==> config.mk <==
export PLATFORM = sky130hd
export DESIGN_NAME = frame_parser_flat
export DESIGN_NICKNAME = d
export VERILOG_FILES = /design/src/rtl/uart_axi_pkg.sv /design/src/rtl/frame_parser_if.sv /design/src/rtl/frame_payload_buf.sv /design/src/rtl/frame_parser.sv /design/src/flat_wrapper.sv
export SDC_FILE = /design/constraint.sdc
export NUM_CORES = 1
export LEC_CHECK = 0
export CAP_MARGIN = 10
export CORE_MARGIN = 3
export CORE_UTILIZATION = 46
export CTS_CLUSTER_DIAMETER = 120
export DETAILED_ROUTE_END_ITERATION = 8
export PLACE_DENSITY_LB_ADDON = 0.05
export SLEW_MARGIN = 40
export SYNTH_ARGS = -nofsm -noshare
export SYNTH_HDL_FRONTEND = slang
export SYNTH_SLANG_ARGS = --single-unit
==> constraint.sdc <==
create_clock -name clk -period 3.1 [get_ports clk]
set_clock_uncertainty 0.1 [all_clocks]
set_input_delay 0.31 -clock clk [delete_from_list [all_inputs] [get_ports clk]]
set_output_delay 0.31 -clock clk [all_outputs]
set_load 0.02 [all_outputs]
==> src/rtl/uart_axi_pkg.sv <==
// Shared types for the UART-AXI4 bridge receive path: SOF marker, parser states, CMD layout, error codes.
// No logic; constants and one helper that turns a CMD into its payload length.
// Imported by frame_parser and its payload buffer.
package uart_axi_pkg;

  localparam logic [7:0] SOF = 8'hA5;

  typedef enum logic [2:0] {
    ST_IDLE,
    ST_CMD,
    ST_ADDR,
    ST_DATA,
    ST_CRC,
    ST_HOLD,
    ST_ERR
  } parser_state_t;

  // CMD byte: [7]=RW (1=read), [6] unused, [5:4]=size, [3:0]=beats-1
  typedef struct packed {
    logic       rw;
    logic       rsvd;
    logic [1:0] size;
    logic [3:0] beats_m1;
  } cmd_t;

  typedef enum logic [1:0] {
    ERR_NONE    = 2'd0,
    ERR_CRC     = 2'd1,
    ERR_SIZE    = 2'd2,
    ERR_TIMEOUT = 2'd3
  } err_code_t;

  // size field is a left-shift amount on the beat count
  localparam logic [1:0] SZ_8    = 2'd0;
  localparam logic [1:0] SZ_16   = 2'd1;
  localparam logic [1:0] SZ_32   = 2'd2;
  localparam logic [1:0] SZ_RSVD = 2'd3;

  // Bytes carried by a write frame with this CMD (max 16 beats x 4 bytes = 64)
  function automatic logic [7:0] payload_bytes(input cmd_t c);
    logic [7:0] n;
    n = (8'(c.beats_m1) + 8'd1) << c.size;
    return n;
  endfunction

endpackage

==> src/rtl/frame_parser_if.sv <==
// Bundles the frame parser's byte stream, CRC side-channel, frame handoff, buffer read and error signals.
// Pure wiring, no latency.
// master = parser side, slave = the surrounding UART/CRC/AXI environment.
interface frame_parser_if #(
  parameter int AW = 6
);
  logic [7:0]  rx_data;
  logic        rx_valid;
  logic        rx_ready;
  logic        crc_enable;
  logic [7:0]  crc_data;
  logic        crc_reset;
  logic [7:0]  crc_value;
  logic        frame_valid;
  logic        frame_ready;
  logic [7:0]  frame_cmd;
  logic [31:0] frame_addr;
  logic [AW:0] frame_len;
  logic [AW-1:0] buf_rd_addr;
  logic [7:0]  buf_rd_data;
  logic        err_valid;
  logic [1:0]  err_code;

  modport master (
    input  rx_data, rx_valid, crc_value, frame_ready, buf_rd_addr,
    output rx_ready, crc_enable, crc_data, crc_reset, frame_valid,
           frame_cmd, frame_addr, frame_len, buf_rd_data, err_valid, err_code
  );

  modport slave (
    output rx_data, rx_valid, crc_value, frame_ready, buf_rd_addr,
    input  rx_ready, crc_enable, crc_data, crc_reset, frame_valid,
           frame_cmd, frame_addr, frame_len, buf_rd_data, err_valid, err_code
  );

endinterface

==> src/rtl/frame_payload_buf.sv <==
// Write-payload byte RAM: one write port, one synchronous read port.
// Latency: read data appears one clock after rd_addr.
// No backpressure; a write happens every cycle wr_en is high.
module frame_payload_buf #(
  parameter int DEPTH = 64,
  parameter int AW    = $clog2(DEPTH)
) (
  input  logic          clk,
  input  logic          rst_n,
  input  logic          wr_en,
  input  logic [AW-1:0] wr_addr,
  input  logic [7:0]    wr_data,
  input  logic [AW-1:0] rd_addr,
  output logic [7:0]    rd_data
);

  logic [7:0] mem [DEPTH];

  // storage array, no reset so it maps onto RAM
  always_ff @(posedge clk) begin
    if (wr_en) mem[wr_addr] <= wr_data;
  end

  // registered read port, cleared in reset so the output starts at zero
  always_ff @(posedge clk or negedge rst_n) begin
    if (!rst_n) rd_data <= 8'h00;
    else        rd_data <= mem[rd_addr];
  end

endmodule

==> src/rtl/frame_parser.sv <==
// UART RX command framer: finds SOF, feeds CMD/ADDR/DATA to CRC8, checks the CRC byte, hands (cmd, addr, payload) on.
// Latency: frame_valid rises the cycle after the CRC byte is accepted; buffer reads take one cycle.
// Backpressure: rx_ready drops while a frame is held for the consumer or an error is reported. Option: FRAME_PARSER_TIMEOUT_EN.
module frame_parser
  import uart_axi_pkg::*;
#(
  parameter int         MAX_PAYLOAD_BYTES = 64,
  parameter logic [7:0] SOF_BYTE          = SOF,
  parameter int         TIMEOUT_CYCLES    = 100000
) (
  input  logic          clk,
  input  logic          rst_n,
  frame_parser_if.master bus
);

  localparam int         AW        = $clog2(MAX_PAYLOAD_BYTES);
  localparam logic [7:0] MAX_BYTES = 8'(MAX_PAYLOAD_BYTES);

  parser_state_t state;
  logic          rx_ready_q;
  logic          frame_valid_q;
  logic          err_valid_q;
  err_code_t     err_code_q;
  cmd_t          cmd_q;
  logic [31:0]   addr_q;
  logic [AW:0]   len_q;
  logic [AW-1:0] count;

  logic          accept;
  logic          sof_accept;
  logic          crc_byte;
  cmd_t          cmd_in;
  logic [7:0]    pay_bytes;
  logic          bad_cmd;
  logic          last_data;
  logic          buf_wr;
  logic          tmo_hit;

  assign accept     = bus.rx_valid && rx_ready_q;
  assign sof_accept = accept && (state == ST_IDLE) && (bus.rx_data == SOF_BYTE);
  assign crc_byte   = (state == ST_CMD) || (state == ST_ADDR) || (state == ST_DATA);
  assign cmd_in     = cmd_t'(bus.rx_data);
  assign pay_bytes  = payload_bytes(cmd_in);
  assign bad_cmd    = (cmd_in.size == SZ_RSVD) || (pay_bytes > MAX_BYTES);
  assign last_data  = ({1'b0, count} == (len_q - 1'b1));
  assign buf_wr     = accept && (state == ST_DATA);

`ifdef FRAME_PARSER_TIMEOUT_EN
  localparam int TW = $clog2(TIMEOUT_CYCLES + 1);
  logic [TW-1:0] tmo_cnt;
  logic          in_frame;

  assign in_frame = crc_byte || (state == ST_CRC);
  assign tmo_hit  = in_frame && !accept && (tmo_cnt == TW'(TIMEOUT_CYCLES - 1));

  // inter-byte idle counter, only meaningful while a frame is in progress
  always_ff @(posedge clk or negedge rst_n) begin
    if (!rst_n)                  tmo_cnt <= '0;
    else if (!in_frame || accept) tmo_cnt <= '0;
    else                         tmo_cnt <= tmo_cnt + 1'b1;
  end
`else
  assign tmo_hit = 1'b0;
`endif

  // CRC calculator is driven straight from the accepted byte so it folds in the same cycle
  assign bus.crc_enable = accept && crc_byte;
  assign bus.crc_data   = bus.rx_data;
  assign bus.crc_reset  = !rst_n || sof_accept;

  assign bus.rx_ready    = rx_ready_q;
  assign bus.frame_valid = frame_valid_q;
  assign bus.frame_cmd   = cmd_q;
  assign bus.frame_addr  = addr_q;
  assign bus.frame_len   = len_q;
  assign bus.err_valid   = err_valid_q;
  assign bus.err_code    = err_code_q;

  frame_payload_buf #(
    .DEPTH (MAX_PAYLOAD_BYTES),
    .AW    (AW)
  ) u_buf (
    .clk     (clk),
    .rst_n   (rst_n),
    .wr_en   (buf_wr),
    .wr_addr (count),
    .wr_data (bus.rx_data),
    .rd_addr (bus.buf_rd_addr),
    .rd_data (bus.buf_rd_data)
  );

  // frame state machine with registered handshake/status outputs
  always_ff @(posedge clk or negedge rst_n) begin
    if (!rst_n) begin
      state         <= ST_IDLE;
      rx_ready_q    <= 1'b0;
      frame_valid_q <= 1'b0;
      err_valid_q   <= 1'b0;
      err_code_q    <= ERR_NONE;
      cmd_q         <= '0;
      addr_q        <= '0;
      len_q         <= '0;
      count         <= '0;
    end else begin
      case (state)
        ST_IDLE: begin
          rx_ready_q <= 1'b1;
          if (sof_accept) state <= ST_CMD;
        end

        ST_CMD: begin
          if (accept) begin
            cmd_q <= cmd_in;
            len_q <= cmd_in.rw ? '0 : pay_bytes[AW:0];
            count <= '0;
            if (bad_cmd) begin
              state       <= ST_ERR;
              rx_ready_q  <= 1'b0;
              err_valid_q <= 1'b1;
              err_code_q  <= ERR_SIZE;
            end else begin
              state <= ST_ADDR;
            end
          end
        end

        ST_ADDR: begin
          if (accept) begin
            addr_q[{count[1:0], 3'b000} +: 8] <= bus.rx_data;
            if (count == AW'(3)) begin
              count <= '0;
              state <= cmd_q.rw ? ST_CRC : ST_DATA;
            end else begin
              count <= count + 1'b1;
            end
          end
        end

        ST_DATA: begin
          if (accept) begin
            if (last_data) state <= ST_CRC;
            else           count <= count + 1'b1;
          end
        end

        ST_CRC: begin
          if (accept) begin
            rx_ready_q <= 1'b0;
            if (bus.rx_data == bus.crc_value) begin
              state         <= ST_HOLD;
              frame_valid_q <= 1'b1;
            end else begin
              state       <= ST_ERR;
              err_valid_q <= 1'b1;
              err_code_q  <= ERR_CRC;
            end
          end
        end

        ST_HOLD: begin
          if (bus.frame_ready) begin
            state         <= ST_IDLE;
            frame_valid_q <= 1'b0;
            rx_ready_q    <= 1'b1;
          end
        end

        ST_ERR: begin
          state       <= ST_IDLE;
          err_valid_q <= 1'b0;
          err_code_q  <= ERR_NONE;
          rx_ready_q  <= 1'b1;
        end

        default: state <= ST_IDLE;
      endcase

      // idle line mid-frame abandons the frame
      if (tmo_hit) begin
        state       <= ST_ERR;
        rx_ready_q  <= 1'b0;
        err_valid_q <= 1'b1;
        err_code_q  <= ERR_TIMEOUT;
      end
    end
  end

endmodule

==> src/flat_wrapper.sv <==
// flat-port wrapper written by rule: the top's interface ports become plain ports
module frame_parser_flat import uart_axi_pkg::*;
#(
  parameter int         MAX_PAYLOAD_BYTES = 64,
  parameter logic [7:0] SOF_BYTE          = SOF,
  parameter int         TIMEOUT_CYCLES    = 100000
)
  (clk, rst_n, bus_rx_data, bus_rx_valid, bus_crc_value, bus_frame_ready, bus_buf_rd_addr, bus_rx_ready, bus_crc_enable, bus_crc_data, bus_crc_reset, bus_frame_valid, bus_frame_cmd, bus_frame_addr, bus_frame_len, bus_buf_rd_data, bus_err_valid, bus_err_code);
  frame_parser_if #(.AW((6))) bus_i ();
  input  logic clk;
  input  logic rst_n;
  input wire logic [$bits(bus_i.rx_data)-1:0] bus_rx_data;
  input wire logic [$bits(bus_i.rx_valid)-1:0] bus_rx_valid;
  input wire logic [$bits(bus_i.crc_value)-1:0] bus_crc_value;
  input wire logic [$bits(bus_i.frame_ready)-1:0] bus_frame_ready;
  input wire logic [$bits(bus_i.buf_rd_addr)-1:0] bus_buf_rd_addr;
  output wire logic [$bits(bus_i.rx_ready)-1:0] bus_rx_ready;
  output wire logic [$bits(bus_i.crc_enable)-1:0] bus_crc_enable;
  output wire logic [$bits(bus_i.crc_data)-1:0] bus_crc_data;
  output wire logic [$bits(bus_i.crc_reset)-1:0] bus_crc_reset;
  output wire logic [$bits(bus_i.frame_valid)-1:0] bus_frame_valid;
  output wire logic [$bits(bus_i.frame_cmd)-1:0] bus_frame_cmd;
  output wire logic [$bits(bus_i.frame_addr)-1:0] bus_frame_addr;
  output wire logic [$bits(bus_i.frame_len)-1:0] bus_frame_len;
  output wire logic [$bits(bus_i.buf_rd_data)-1:0] bus_buf_rd_data;
  output wire logic [$bits(bus_i.err_valid)-1:0] bus_err_valid;
  output wire logic [$bits(bus_i.err_code)-1:0] bus_err_code;
  assign bus_i.rx_data = bus_rx_data;
  assign bus_i.rx_valid = bus_rx_valid;
  assign bus_i.crc_value = bus_crc_value;
  assign bus_i.frame_ready = bus_frame_ready;
  assign bus_i.buf_rd_addr = bus_buf_rd_addr;
  assign bus_rx_ready = bus_i.rx_ready;
  assign bus_crc_enable = bus_i.crc_enable;
  assign bus_crc_data = bus_i.crc_data;
  assign bus_crc_reset = bus_i.crc_reset;
  assign bus_frame_valid = bus_i.frame_valid;
  assign bus_frame_cmd = bus_i.frame_cmd;
  assign bus_frame_addr = bus_i.frame_addr;
  assign bus_frame_len = bus_i.frame_len;
  assign bus_buf_rd_data = bus_i.buf_rd_data;
  assign bus_err_valid = bus_i.err_valid;
  assign bus_err_code = bus_i.err_code;
  frame_parser #(.MAX_PAYLOAD_BYTES(MAX_PAYLOAD_BYTES), .SOF_BYTE(SOF_BYTE), .TIMEOUT_CYCLES(TIMEOUT_CYCLES)) u_core (.clk(clk), .rst_n(rst_n), .bus(bus_i));
endmodule
==> results.json, run 1 <==
{
  "fin_nets": 1551,
  "timing.rr.end": "u_core.count[5]",
  "grt_usage": 0.225,
  "crit_path_end_kind": "primary output",
  "maxCapViolations": 0,
  "cp_top_family": "buffers and inverters",
  "crit_slowest_cell": "clkdlybuf4s50_1",
  "path_class": "flip-flop to primary output",
  "final_layout_size_suffix_gt1_frac": 0.248,
  "ioPinCount": 96,
  "finalPower_uw": 18300,
  "regArea_mm2": 0.0171,
  "cts.path.max_buffers": 3,
  "r2r-start": "u_core.bus.frame_len[0]",
  "grt_max_degree": 70,
  "syn-num-nets": 1339,
  "peakVddDrop_mv": 0.464,
  "clock_sinks": 581,
  "place_inst": 2123,
  "post-route-min-period_ns": 2.95,
  "die_y_um": 232,
  "slowest_delay_ns": 0.61,
  "maxSlewViolCount": 0,
  "synthDistinctLibCells": 65,
  "core_mm2": 0.0502,
  "syn-cell-area_mm2": 0.0234,
  "worst-path-buf-inv": 3,
  "static-leakage-power_uw": 0.00932,
  "gp_congestion": 0.846,
  "hp-class": "input pin to flip-flop",
  "synth-async-reset-ratio": 0.119,
  "ys_seq_area_frac": 0.730,
  "grt_overflow": 0,
  "numCtsBuffers": 59,
  "synth_warnings": 0,
  "wirelength_um": 59200,
  "ff2ff_path_depth": 8,
  "path_depth": 5,
  "netlist_instances": 1304,
  "rrSetupSlack_ns": 0.38,
  "stdcell_count": 2239,
  "num_rows": 82,
  "ant_nets": 0,
  "drtIter0Drc": 1079,
  "cp.required_ns": 2.69,
  "synth_top_flop_cell": "edfxtp_1",
  "initial_core_util": 0.467,
  "crit_path_frequent_cell": "inv_1",
  "min_to": "u_core.u_buf.mem[27][3]",
  "portBuffers": 95,
  "wl_met1_um": 25600,
  "hold_viol": 0,
  "critPathMaxFanout": 9,
  "finalSetupTns_ns": 0,
  "cts_root_buf": "clkbuf_16",
  "grt_pass1_vias": 13121,
  "routedWlPerCell_um": 26.4,
  "die_w_um": 232,
  "drtPass1Iterations": 5,
  "setup.worst_path.start_class": "flip-flop",
  "postCtsSetupRepairBufs": 0,
  "fin_area_mm2": 0.0278,
  "dpl-instance-area_mm2": 0.0259,
  "fmax_mhz": 339,
  "clk_pin_slew_worst_paths_ns": 0.06,
  "avgSynthCellArea_um2": 18.0,
  "arrival_ns": 2.54,
  "status": "finished clean",
  "setup_viol": 0,
  "dr_total_vias": 12781,
  "multi_input_area_mm2": 0.00584,
  "cts_tree": "done",
  "grt_pass1_wl_um": 87900,
  "relSlewSlack": 0.460,
  "min_path_cells": 1,
  "met2WireLength_um": 27500,
  "whs_ns": 0.0490,
  "drc": 0,
  "ys_seq_elements": 581,
  "final_common_cell": "edfxtp_1",
  "crit_chain": "inv_1, a21oi_1, nand2_2, inv_1, clkdlybuf4s50_1",
  "cts-htree-levels": 2,
  "viasPerCell": 5.71,
  "post-dp-hpwl_um": 38500,
  "worst_pin_slew_ns": 0.810,
  "antenna_found_initial": 0,
  "synth_edf_count": 512,
  "powerDensity_mw_per_mm2": 657,
  "nFillCells": 3911,
  "hp-start": "bus_rx_data[3]",
  "syn_to_final_growth_pct": 18.8,
  "die-area_mm2": 0.0536,
  "top_layer": "met4",
  "period_share": 0.953,
  "wl_met3_um": 4220,
  "clk_latency_ns": 0.62,
  "layout_common_cells": "512 x edfxtp_1, 128 x mux4_2, 125 x buf_4, 114 x nand2_1, 83 x clkdlybuf4s50_1"
}
routing by layer:
metal | up-vias | track usage
li1 | 5620 | -
met1 | 6685 | 0.325
met2 | 385 | 0.342
met3 | 91 | 0.0510
met4 | 0 | 0.0778
met5 | - | 0
layout make-up:
cell class	count	area share
clock inverters	33	0.0119
diodes	1	0.0000900
well taps	672	0.0302
inverters	11	0.00148
multi-input cells	631	0.210
flip-flops and latches	581	0.615
clock buffers	78	0.0567
repair buffers	232	0.0751
worst max path at each step:
stage | end | start | slack, ns
after floorplan | u_core.count[3] | u_core.bus.frame_len[0] | 0.61
after global placement | bus_crc_reset | bus_rx_valid | 0.33
after detailed placement | bus_crc_reset | bus_rx_valid | 0.34
after CTS | bus_crc_reset | u_core.bus.rx_ready | 0.04
after global routing | bus_crc_enable | u_core.state[1] | -0.02
final | bus_crc_enable | u_core.state[1] | 0.15
metrics by stage:
stage / util / worst slack, ns
after floorplan: - / 0.607
after global placement: 0.515 / 0.330
after detailed placement: 0.515 / 0.342
after CTS: 0.554 / 0.0430
after global routing: 0.554 / -0.0196
final: 0.554 / 0.147
Yosys cell counts (8+ instances only):
master,count,area (µm²)
nand2_1,115,432
buf_4,8,60.1
o21ai_0,56,280
edfxtp_1,512,15400
a21oi_1,14,70.1
o31ai_1,10,75.1
dfrtp_1,69,1730
xor2_1,13,114
a22oi_1,48,360
inv_1,11,41.3
mux2_2,9,101
mux4_2,128,2880
mux2i_1,16,160
nor3_1,10,50.1
ha_1,9,113
buf_1,10,37.5
clkbuf_1,32,120
nor2_1,83,312
buf_2,23,115
nand3_1,22,110
nor2b_1,14,87.6
sequential cells by signal (all words and copies together), names as in the netlist:
name,cells
u_core.u_buf.mem,512
u_core.bus.frame_addr,32
u_core.bus.frame_cmd,8
u_core.u_buf.rd_data,8
u_core.bus.frame_len,7
u_core.count,6
u_core.state,3
u_core.bus.err_code,2
u_core.bus.err_valid,1
u_core.bus.frame_valid,1
u_core.bus.rx_ready,1
what timing repair did:
action / CTS / global route
resized for setup: 0 / 2
endpoints found under the hold margin: 33 / 0
setup endpoints to repair: 0 / 2
hold buffers: 4 / 0
power breakdown:
group          leakage [µW]  internal (µW)  switching, µW
Combinational       0.00289            972           1340
Sequential          0.00552           8740            211
Clock              0.000918           4080           2940
Total               0.00932          13800           4490
logic make-up after synthesis:
logic type,count (synthesis),synth area share
AO/OA/AOI/OAI,164,0.0464
XOR/XNOR,17,0.00636
flip-flops,581,0.730
adder cells (fa/ha/maj),9,0.00481
multiplexers,153,0.134
AND/OR/NAND/NOR,288,0.0572
buffers and inverters,92,0.0205
(Power assumes the default switching activity.)
==> run 2: changes to the inputs <==
--- a/config.mk
+++ b/config.mk
@@ -5,10 +5,11 @@
 export SDC_FILE = /design/constraint.sdc
 export NUM_CORES = 1
 export LEC_CHECK = 0
-export CAP_MARGIN = 10
+export CAP_MARGIN = 20
 export CORE_MARGIN = 3
 export CORE_UTILIZATION = 46
 export CTS_CLUSTER_DIAMETER = 120
+export CTS_CLUSTER_SIZE = 8
 export DETAILED_ROUTE_END_ITERATION = 8
 export PLACE_DENSITY_LB_ADDON = 0.05
 export SLEW_MARGIN = 40
==> run 2 against run 1 <==
  * Global-route usage increased by 0.44 points
  * Worst hold slack improved by 0.012 ns
  * Wire length increased by 1.5%
  * Final cell count increased by 1.1%
  * Largest power group unchanged
  * Highest routed layer unchanged
==> results.json, run 2 (same netlist as run 1, synthesis figures left out) <==
{
  "status": "finished clean",
  "num_rows": 82,
  "ioPinCount": 96,
  "relSlewSlack": 0.454,
  "syn_to_final_growth_pct": 20.7,
  "cp.required_ns": 2.69,
  "drtPass1Iterations": 7,
  "final_layout_size_suffix_gt1_frac": 0.247,
  "arrival_ns": 2.52,
  "critPathMaxFanout": 9,
  "rsz0062_at_grt": "no",
  "postCtsSetupRepairBufs": 0,
  "worst_pin_slew_ns": 0.819,
  "path_class": "flip-flop to primary output",
  "clk_latency_ns": 0.60,
  "clk_pin_slew_worst_paths_ns": 0.05,
  "ant_nets": 0,
  "wirelength_um": 60100,
  "cts.path.max_buffers": 3,
  "numCtsBuffers": 82,
  "grt_pass1_vias": 13416,
  "r2r-start": "u_core.bus.frame_len[0]",
  "post-dp-hpwl_um": 38500,
  "largest_reg_flops": 512,
  "portBuffers": 95,
  "setup_ws_ns": 0.169,
  "crit_start": "u_core.state[1]",
  "maxCapViolations": 0,
  "setup_viol": 0,
  "layout_common_cells": "512 x edfxtp_1, 128 x mux4_2, 125 x buf_4, 114 x nand2_1, 84 x clkbuf_16",
  "static-leakage-power_uw": 0.00953,
  "finalSetupTns_ns": 0,
  "die-area_mm2": 0.0536,
  "final_common_cell": "edfxtp_1",
  "initial_core_util": 0.467,
  "hp-start": "bus_rx_data[3]",
  "cts-htree-levels": 3,
  "nFillCells": 3868,
  "antenna_found_initial": 0,
  "place_ws_ns": 0.342,
  "gp_congestion": 0.846,
  "powerDensity_mw_per_mm2": 688,
  "regMostFlops": "u_core.u_buf.mem",
  "grt_usage": 0.230,
  "maxSlewViolCount": 0,
  "clock_sinks": 581,
  "viasPerCell": 5.74,
  "regArea_mm2": 0.0171,
  "peakVddDrop_mv": 0.379,
  "hold_viol": 0,
  "die_y_um": 232,
  "period_share": 0.946,
  "grt_pass1_wl_um": 89300,
  "cts_root_buf": "clkbuf_16",
  "setup.worst_path.start_class": "flip-flop",
  "grt_overflow": 0,
  "hp-class": "input pin to flip-flop",
  "fmax_mhz": 341,
  "routedWlPerCell_um": 26.5,
  "crit_path_end_kind": "primary output",
  "fin_nets": 1575,
  "dr_total_vias": 12987,
  "multi_input_area_mm2": 0.00584,
  "cts_tree": "done",
  "die_w_um": 232,
  "grt_max_degree": 70,
  "drtIter0Drc": 989,
  "drc": 0,
  "core_mm2": 0.0502,
  "post-route-min-period_ns": 2.93
}
-- run 2: cell types whose count changed in the layout (fill, tap and decap cells not counted), sizes merged --
| cell | change |
|---|---|
| clkinvlp | -5 |
| clkinv | -16 |
| clkbuf | +51 |
| dlygate4sd3 | +1 |
| bufinv | -6 |
-- run 2: worst max-delay path: stages, from the launching register on --
cell,delay [ns]
dfrtp_1,0.48
inv_1,0.18
a21oi_1,0.34
nand2_2,0.21
inv_1,0.10
clkdlybuf4s50_1,0.61
-- run 2: repair_timing --
action,in CTS,in global routing
resized for setup,0,2
hold endpoints to repair,32,0
hold buffers,5,0
endpoints found under the setup margin,0,2
-- run 2: worst paths after layout --
kind | end | slack (ns) | depth (start not counted)
min reg2reg | u_core.bus.frame_addr[29] | 0.38 | 2
max | bus_crc_enable | 0.17 | 5
min | u_core.u_buf.mem[27][3] | 0.06 | 1
max in group asynchronous | u_core.bus.frame_cmd[7] | 1.85 | 3
min in group asynchronous | u_core.bus.frame_cmd[4] | 0.09 | 2
max reg2reg | u_core.count[0] | 0.38 | 8
-- run 2: layout make-up --
type,count,area share
well taps,672,0.0298
repair buffers,233,0.0742
clock buffers,129,0.0804
diodes,1,0.0000886
inverters,11,0.00146
flip-flops and latches,581,0.605
multi-input cells,631,0.207
clock inverters,6,0.00239
-- run 2: per-stage QoR --
| stage | instance area [µm²] | util | hold WS (ns) | cells | power [µW] |
|---|---|---|---|---|---|
| after CTS | 28200 | 0.563 | 0.0303 | 2263 | 19600 |
| after detailed placement | 25900 | 0.515 | 0.194 | 2123 | 11400 |
| after global placement | 25900 | 0.515 | 0.190 | 2123 | 11400 |
| after global routing | 28300 | 0.563 | 0.0458 | 2263 | 20200 |
| after floorplan | 23400 | - | -0.0856 | 1304 | 10400 |
| final | 28300 | 0.563 | 0.0606 | 2264 | 19400 |
-- run 2: per-layer routing --
| metal | GRT usage | part of all wire |
|---|---|---|
| met1 | 0.330 | 0.44 |
| met2 | 0.349 | 0.47 |
| met3 | 0.0538 | 0.072 |
| met4 | 0.0780 | 0.027 |
| met5 | 0 | 0 |
-- run 2: where the power goes --
group	switching [µW]	internal [µW]
combinational	1340	973
sequential	211	8750
clock	3190	4980
total	4740	14700
==> run 3: changes to the inputs <==
--- a/config.mk
+++ b/config.mk
@@ -11,6 +11,7 @@
 export CTS_CLUSTER_DIAMETER = 120
 export CTS_CLUSTER_SIZE = 8
 export DETAILED_ROUTE_END_ITERATION = 8
+export MAX_ROUTING_LAYER = met4
 export PLACE_DENSITY_LB_ADDON = 0.05
 export SLEW_MARGIN = 40
 export SYNTH_ARGS = -nofsm -noshare
==> run 3 against run 2 <==
  * Sequential cell count stayed put
  * Wire length is 0.14% higher
  * Maximum frequency hardly changed
  * Worst hold slack better by 0.011 ns
  * Sequential power hardly changed
  * Worst setup slack hardly changed
  * Critical path depth stayed put
  * Die area stayed put
==> results.json, run 3 (same netlist as run 1, synthesis figures left out) <==
{
  "ioPinCount": 96,
  "die_w_um": 232,
  "die-area_mm2": 0.0536,
  "wirelength_um": 60100,
  "grt_usage": 0.237,
  "setup.worst_path.start_class": "flip-flop",
  "cts_root_buf": "clkbuf_16",
  "setup_viol": 0,
  "crit_path_end_kind": "primary output",
  "syn_to_final_growth_pct": 20.7,
  "die_y_um": 232,
  "routedWlPerCell_um": 26.6,
  "rsz0062_at_grt": "no",
  "regMostFlops": "u_core.u_buf.mem",
  "finalSetupTns_ns": 0,
  "crit_chain": "inv_1, a21oi_1, nand2_2, inv_1, clkdlybuf4s50_1",
  "dr_total_vias": 13016,
  "clock_sinks": 581,
  "viasPerCell": 5.75,
  "fmax_mhz": 341,
  "grt_overflow": 0,
  "crit_slowest_cell": "clkdlybuf4s50_1",
  "cts.path.max_buffers": 3,
  "antenna_found_initial": 0,
  "largest_reg_flops": 512,
  "post-route-min-period_ns": 2.93,
  "grt_pass1_vias": 13398,
  "drtIter0Drc": 1009,
  "top_layer": "met4",
  "initial_core_util": 0.467,
  "clk_pin_slew_worst_paths_ns": 0.05,
  "grt_max_degree": 70,
  "relSlewSlack": 0.453,
  "final_layout_size_suffix_gt1_frac": 0.247,
  "wl_met1_um": 26300,
  "crit_path_frequent_cell": "inv_1",
  "portBuffers": 95,
  "path_class": "flip-flop to primary output",
  "postCtsSetupRepairBufs": 0,
  "post-dp-hpwl_um": 38500,
  "peakVddDrop_mv": 0.378,
  "met2WireLength_um": 28200,
  "hp-class": "input pin to flip-flop",
  "grt_pass1_wl_um": 89400,
  "static-leakage-power_uw": 0.00953,
  "gp_congestion": 0.860,
  "worst_pin_slew_ns": 0.820,
  "period_share": 0.945,
  "drc": 0,
  "layout_common_cells": "512 x edfxtp_1, 128 x mux4_2, 125 x buf_4, 114 x nand2_1, 84 x clkbuf_16",
  "num_rows": 82,
  "ant_nets": 0,
  "finalPower_uw": 19500,
  "maxCapViolations": 0,
  "cp.required_ns": 2.69,
  "critPathMaxFanout": 9,
  "maxSlewViolCount": 0,
  "clk_latency_ns": 0.60,
  "core_mm2": 0.0502,
  "numCtsBuffers": 82,
  "slowest_delay_ns": 0.61,
  "cts-htree-levels": 3,
  "cts_tree": "done",
  "drtPass1Iterations": 5,
  "fin_nets": 1575,
  "arrival_ns": 2.52,
  "status": "finished clean",
  "final_common_cell": "edfxtp_1",
  "hold_viol": 0,
  "wl_met3_um": 4080,
  "whs_ns": 0.0712,
  "post-route-util": 0.563,
  "diodes": 0,
  "powerDensity_mw_per_mm2": 689
}
run 3: metal layers:
layer  up-vias  global-route usage
li1       5663                   -
met3        94              0.0506
met2       432               0.350
met5         -                   -
met1      6827               0.332
met4         0              0.0780
run 3: critical path, delay by kind of cell (launching register included):
family / cells / cell delay, ns
DFF: 1 / 0.48
AOI/OAI and AO/OA: 1 / 0.34
buffers and inverters: 3 / 0.89
and+or+nand+nor: 1 / 0.21
run 3: power breakdown:
| group | internal (µW) | leakage [µW] | switching [µW] | total (µW) |
|---|---|---|---|---|
| clock | 4980 | 0.00112 | 3210 | 8180 |
| combinational | 973 | 0.00289 | 1340 | 2310 |
| sequential | 8750 | 0.00552 | 210 | 8960 |
run 3: cell type report:
type | count | area [µm²]
multi-input cells | 631 | 5840
flip-flops and latches | 581 | 17100
inverters | 11 | 41.3
repair buffers | 233 | 2100
clock buffers | 129 | 2270
fillers | 3869 | 21900
well taps | 672 | 841
clock inverters | 6 | 67.6
run 3: path summary, 6_finish.rpt:
kind                            depth (start not counted)  slack (ns)                      from                         to
worst max register to register                          8        0.37   u_core.bus.frame_len[0]            u_core.count[2]
worst min register to register                          2        0.38  u_core.bus.frame_addr[1]   u_core.bus.frame_addr[1]
worst max-delay path                                    5        0.17           u_core.state[1]             bus_crc_enable
worst min-delay path                                    3        0.07            bus_rx_data[1]  u_core.bus.frame_addr[25]
min in group asynchronous                               2        0.08                     rst_n    u_core.bus.frame_cmd[4]
max in group asynchronous                               3        1.84                     rst_n    u_core.bus.frame_cmd[7]
run 3: what timing repair did:
action,4_1_cts,5_1_grt
hold endpoints to repair,32,0
resized for setup,0,2
endpoints found under the setup margin,0,2
hold buffers,5,0
run 3: per-stage QoR:
| stage | std cells | area (µm²) | worst slack, ns |
|---|---|---|---|
| 4_1_cts | 2263 | 28200 | 0.0605 |
| 2_1_floorplan | 1304 | 23400 | 0.607 |
| 3_5_place_dp | 2123 | 25900 | 0.342 |
| 3_3_place_gp | 2123 | 25900 | 0.330 |
| 5_1_grt | 2263 | 28300 | 0.00242 |
| 6_report | 2263 | 28300 | 0.169 |
==> patch 1: new RTL, config.mk and constraints of run 3 <==
Encoding of `parser_state_t`: now one-hot (7 bits for 7 states).
--- a/src/rtl/uart_axi_pkg.sv
+++ b/src/rtl/uart_axi_pkg.sv
@@ -7,10 +7,10 @@
 
-  typedef enum logic [2:0] {
-    ST_IDLE,
-    ST_CMD,
-    ST_ADDR,
-    ST_DATA,
-    ST_CRC,
-    ST_HOLD,
-    ST_ERR
+  typedef enum logic [6:0] {
+    ST_IDLE = 7'b0000001,
+    ST_CMD  = 7'b0000010,
+    ST_ADDR = 7'b0000100,
+    ST_DATA = 7'b0001000,
+    ST_CRC  = 7'b0010000,
+    ST_HOLD = 7'b0100000,
+    ST_ERR  = 7'b1000000
   } parser_state_t;
Behaviour: same outputs for any inputs over 4 cycles, from zero or initial values and one cycle with rst_n low; so few cycles prove little.
==> patch 1 against run 3 <==
Via count fell by 3.9%. Fmax rose by 2.0%. Synthesized area rose by 0.88%. Critical path type is now primary input to primary output. Largest power group unchanged. Final area rose by 0.68%. Routed wire length fell by 3.1%. Global-route usage fell by 0.72 points. Synthesized cell count fell by 3.6%. Sequential cell count rose by 4. Setup slack improved by 58 ps. Worst hold slack got worse by 23 ps. Sequential power rose by 1%. Final cell count fell by 2.5%. Critical endpoint is now bus_crc_data[4]. Total power rose by 2.6%. Combinational power rose by 19%.
==> patch 1: results (changes against run 3) <==
stage	metric	value	unit	change
outcome	status	complete, no violations		
drt	Vias	12500		-3.9%
clock_network	total CTS buffers	83		+1.2%
drt	DR pass1 iterations	6		+1
layout	share of cells above drive strength 1	26.9	%	+2.2 points
synthesis	sequential share of the synthesized area	72.8	%	-0.21 points
timing	Max-slew headroom	53.5	%	+8.1 points
global_routing	first-pass GRT wire length	86.8	mm	-2.9%
global_routing	Tot GR Track Use	23.0	%	-0.72 points
pwr	Pleak	9.53	nW	about the same
setup_path	arrival time worst endpoint	2460	ps	-60 ps
layout	nets@finish	1525		-3.2%
placed_design	Post-Place Cells	2070		-2.5%
min_path	Worst Hold Path Cells	1		-2
synthesis	synthesized instance count	1257		-3.6%
placed_design	HPWL after detailed placement	37.1	mm	-3.7%
global_routing	largest net degree at the start of global routing	75		+7.1%
drt	DR iter-0 viols	1128		+12%
global_routing	vias in the first global route	13000		-2.7%
setup_path	Worst R2R Start	u_core.state[5]$_DFFE_PN0P_		
drt	via-per-instance ratio	5.67		-1.4%
synthesis	Commonest cells post-synth	edfxtp_1 (512), mux4_2 (160), nand2_1 (103)		
setup_path	Reg2Reg Depth	7		-1
drt	final WL	58.3	mm	-3.1%
setup_path	crit-path max cell delay	720	ps	+110 ps
min_path	Worst Hold Launch	bus_rx_data[5]		
==> patch 1: cell count changes in the layout (fill, tap and decap cells not counted), sizes merged, moves of 9 or more <==
| cell | delta |
|---|---|
| xnor2 | +9 |
| nand2 | -12 |
| a22oi | -46 |
| mux2i | -13 |
| o22ai | +14 |
| mux4 | +32 |
| o31ai | -9 |
| xor2 | -9 |
==> patch 1: logic make-up (layout without fill, tap and decap cells) <==
kind of cell | after synthesis | after routing | share of synthesized area [%]
fa+ha+maj | 9 | 9 | 0.477
simple gates | 273 | 273 | 5.36
mux | 171 | 171 | 15.8
compound gates | 112 | 112 | 3.03
flops | 585 | 585 | 72.8
buf+inv | 89 | 366 | 1.79
xor+xnor | 18 | 18 | 0.742
==> patch 1: what timing repair did <==
action                                 4_1_cts  5_1_grt
endpoints found under the hold margin       79        0
setup endpoints to repair                    1        2
gates cloned                                 0        0
resized for setup                            1        2
hold buffers                                 7        0
==> patch 1: worst paths after layout <==
kind | end | slack, ps
min reg2reg | u_core.bus.frame_addr[7]$_DFFE_PN0P_ | 380
min | u_core.u_buf.mem[54][5]$_DFFE_PP_ | 50
min in group asynchronous | u_core.state[5]$_DFFE_PN0P_ | 290
max | bus_crc_data[4] | 230
max in group asynchronous | u_core.u_buf.rd_data[6]$_DFF_PN0_ | 1820
max reg2reg | u_core.u_buf.mem[11][5]$_DFFE_PP_ | 400
==> patch 1: where the power goes <==
group	leakage, nW	switching, mW	total (mW)	internal, mW
Sequential	5.56	0.280	9.09	8.81
Combinational	2.85	1.52	2.75	1.22
Clock	1.12	3.14	8.13	4.99
==> patch 1: final cells by class <==
class / instances / area, um^2
fill: 3921 / 22000
sequential: 585 / 17200
multi-input combinational: 583 / 5990
clock buffer: 123 / 2270
timing repair buffer: 226 / 2030
tap: 672 / 841
clock inverter: 6 / 67.6
inverter: 11 / 41.3
==> patch 1: stage by stage <==
stage               worst slack [ps]  hold slack [ps]  utilization (%)
global placement                 279             79.1             51.6
CTS                             12.8             15.7             56.3
finish                           227             48.3             56.4
detailed placement               281             85.3             51.6
floorplan                        602            -85.6                -
global route                     123             26.7             56.4
==> patch 1: metal layers <==
metal  track usage, %  share of wire (%)  routed length [um]  up-vias
met3             4.13                5.4                3170       74
met4             7.49                2.5                1460        0
li1                 -                  -                   -     5490
met1             31.8                 44               25600     6579
met5                -                  0                   0        -
met2             35.1                 48               28100      370
==> patch 1: worst max-delay path: cells and delay by family <==
| kind | cells | cell delay [ps] |
|---|---|---|
| buffers and inverters | 4 | 2130 |
==> patch 2: new RTL, settings of run 3 <==
Without the edit above. Add a define of `FRAME_PARSER_TIMEOUT_EN`.
--- a/src/rtl/frame_parser.sv
+++ b/src/rtl/frame_parser.sv
@@ -3,2 +3,4 @@
 // Backpressure: rx_ready drops while a frame is held for the consumer or an error is reported. Option: FRAME_PARSER_TIMEOUT_EN.
+`define FRAME_PARSER_TIMEOUT_EN
+
 module frame_parser
Check against the original RTL: no difference found for any inputs over 4 cycles, from zero or initial values and one cycle with rst_n low; that may be too few to reach the edited logic, so the function may still have changed.
==> patch 2 against run 3 <==
Synthesized area rose by 3.5%. Sequential cell count rose by 17. Combinational power is 23% higher. Final area up 3.1%. Total power rose by 5.4%. Register-to-register slack better by 110 ps. Routed wire length down 1.7%. Global-route usage decreased by 1.3 points. Critical path depth up 2. Core utilization hardly changed. Setup slack better by 34 ps.
==> patch 2: results (changes against run 3) <==
stage	metric	value	unit	change
drt	DR iter-0 viols	1198		+19%
clock_network	postcts setup bufs	0		unchanged
synthesis	largest cells by area after synthesis	edfxtp_1 (63%), mux4_2 (15%), dfrtp_1 (8.9%), nand2_1 (1.6%), nor2_1 (1.5%)		
synthesis	Avg Inst Size Synth	18.2	um^2	+1.4%
synthesis	ys async rst share	14.4	%	+2.5 points
drt	DR pass1 iterations	4		-1
outcome	status	complete, no violations		
drt	top routing layer in use	met4		
layout	nets@finish	1598		+1.5%
placed_design	Final GP Congestion	0.791		-8.0%
global_routing	met1 Resource Use GR	32.3	%	-0.86 points
setup_path	CP max FO	11		+2
drt	met2 WL	28.5	mm	+1.0%
synthesis	Netlist cell types	66		+1.5%
synthesis	complex-gate fraction of the synthesized area	3.55	%	-1.1 points
setup_path	slowest CP cell	clkdlybuf4s50_1		
synthesis	Most used DFF post-synth	edfxtp_1		
timing	Tcrit/Tclk final	93.4	%	-1.1 points
synthesis	adder-cell area share of the yosys netlist	0.517	%	+0.036 points
global_routing	first-pass GRT wire length	89.6	mm	+0.32%
clock_network	worst-skew pair later-pin latency	610	ps	
timing	slew at the pin with the worst max-slew slack	791	ps	-28.8 ps
placed_design	Post-Place Cells	2150		+1.3%
drt	final WL	59.1	mm	-1.7%
drt	drt wl/cell	25.9	um	-2.7%
setup_path	arrival time worst endpoint	2490	ps	-30 ps
global_routing	Tot GR Track Use	22.4	%	-1.3 points
clock_network	total CTS buffers	84		+2.4%
drt	metal3 WL	2.74	mm	-33%
setup_path	Worst R2R Start	u_core.state[1]$_DFFE_PN0P_		
setup_path	critical path endpoint	bus_crc_reset		
synthesis	sequential share of the synthesized area	72.4	%	-0.68 points
layout	share of cells above drive strength 1	25.0	%	+0.30 points
global_routing	largest net degree at the start of global routing	67		-4.3%
min_path	Hold Crit Class	primary input to asynchronous set/reset pin		
clock_network	Clock transition at path regs	50	ps	about the same
synthesis	post-synthesis xor/xnor area fraction	0.904	%	+0.27 points
drt	Vias	13000		+0.18%
clock_network	Root Buffer	clkbuf_16		
pwr	Pleak	9.81	nW	+3.0%
setup_path	CP startpoint	bus_rx_data[0]		
setup_path	reg-to-reg critical path endpoint	u_core.u_buf.mem[26][1]$_DFFE_PP_		
synthesis	Post-Syn Nets	1366		+2.0%
synthesis	Commonest cells post-synth	edfxtp_1 (512), mux4_2 (160), nand2_1 (104)		
synthesis	mux contribution to synthesized area	15.6	%	+2.2 points
clock_network	cts hold-fix bufs	6		+1
placed_design	pre-CTS WS	241	ps	-101 ps
timing	Hold Slack	95.1	ps	+23.9 ps
layout	Reg with most FFs	u_core.u_buf.mem		
setup_path	Reg2Reg Depth	6		-2
pwr	worst vdd ir	0.000527	V	+40%
global_routing	vias in the first global route	13500		+0.94%
setup_path	Reg2Reg Setup Slack	480	ps	+110 ps
synthesis	EDFF count, synth	512		unchanged
placed_design	placed cell area	0.0267	mm^2	+3.2%
global_routing	GR Layer Usage met3	2.91	%	-2.2 points
global_routing	met2 Use GR	34.2	%	-0.81 points
drt	met1 wire length	26.9	mm	+2.2%
placed_design	HPWL after detailed placement	37.9	mm	-1.8%
patch 2: cell count changes in the layout (fill, tap and decap cells not counted), sizes merged, moves of 5 or more:
cell   change
mux4      +32
or3        +6
nor2      +13
xor2       +5
buf        -8
and3       +5
mux2i      -6
a21oi      +8
nor2b      -8
o22ai      +9
dfrtp     +17
nand2     -11
a22oi     -47
patch 2: power breakdown:
group          internal [mW]  leakage, nW  switching, mW  total (mW)
logic                   1.20         2.93           1.64        2.84
registers               9.04         5.73          0.281        9.32
clock network           5.13         1.15           3.22        8.35
total                   15.4         9.81           5.15        20.5
patch 2: worst reg2reg max path, cell delays in order, from the launching register on:
cell and delay, ps:
dfrtp_1 700, nand2_1 190, nor4_1 260, buf_4 190, nand2_1 360, nor2_1 300, buf_4 220
patch 2: layout make-up:
type	instances	area (um^2)
Fill cell	4092	22600
Sequential cell	598	17500
Multi-Input combinational cell	636	6280
Clock buffer	128	2340
Timing Repair Buffer	225	2020
Tap cell	680	851
Inverter	17	63.8
Clock inverter	4	50.0
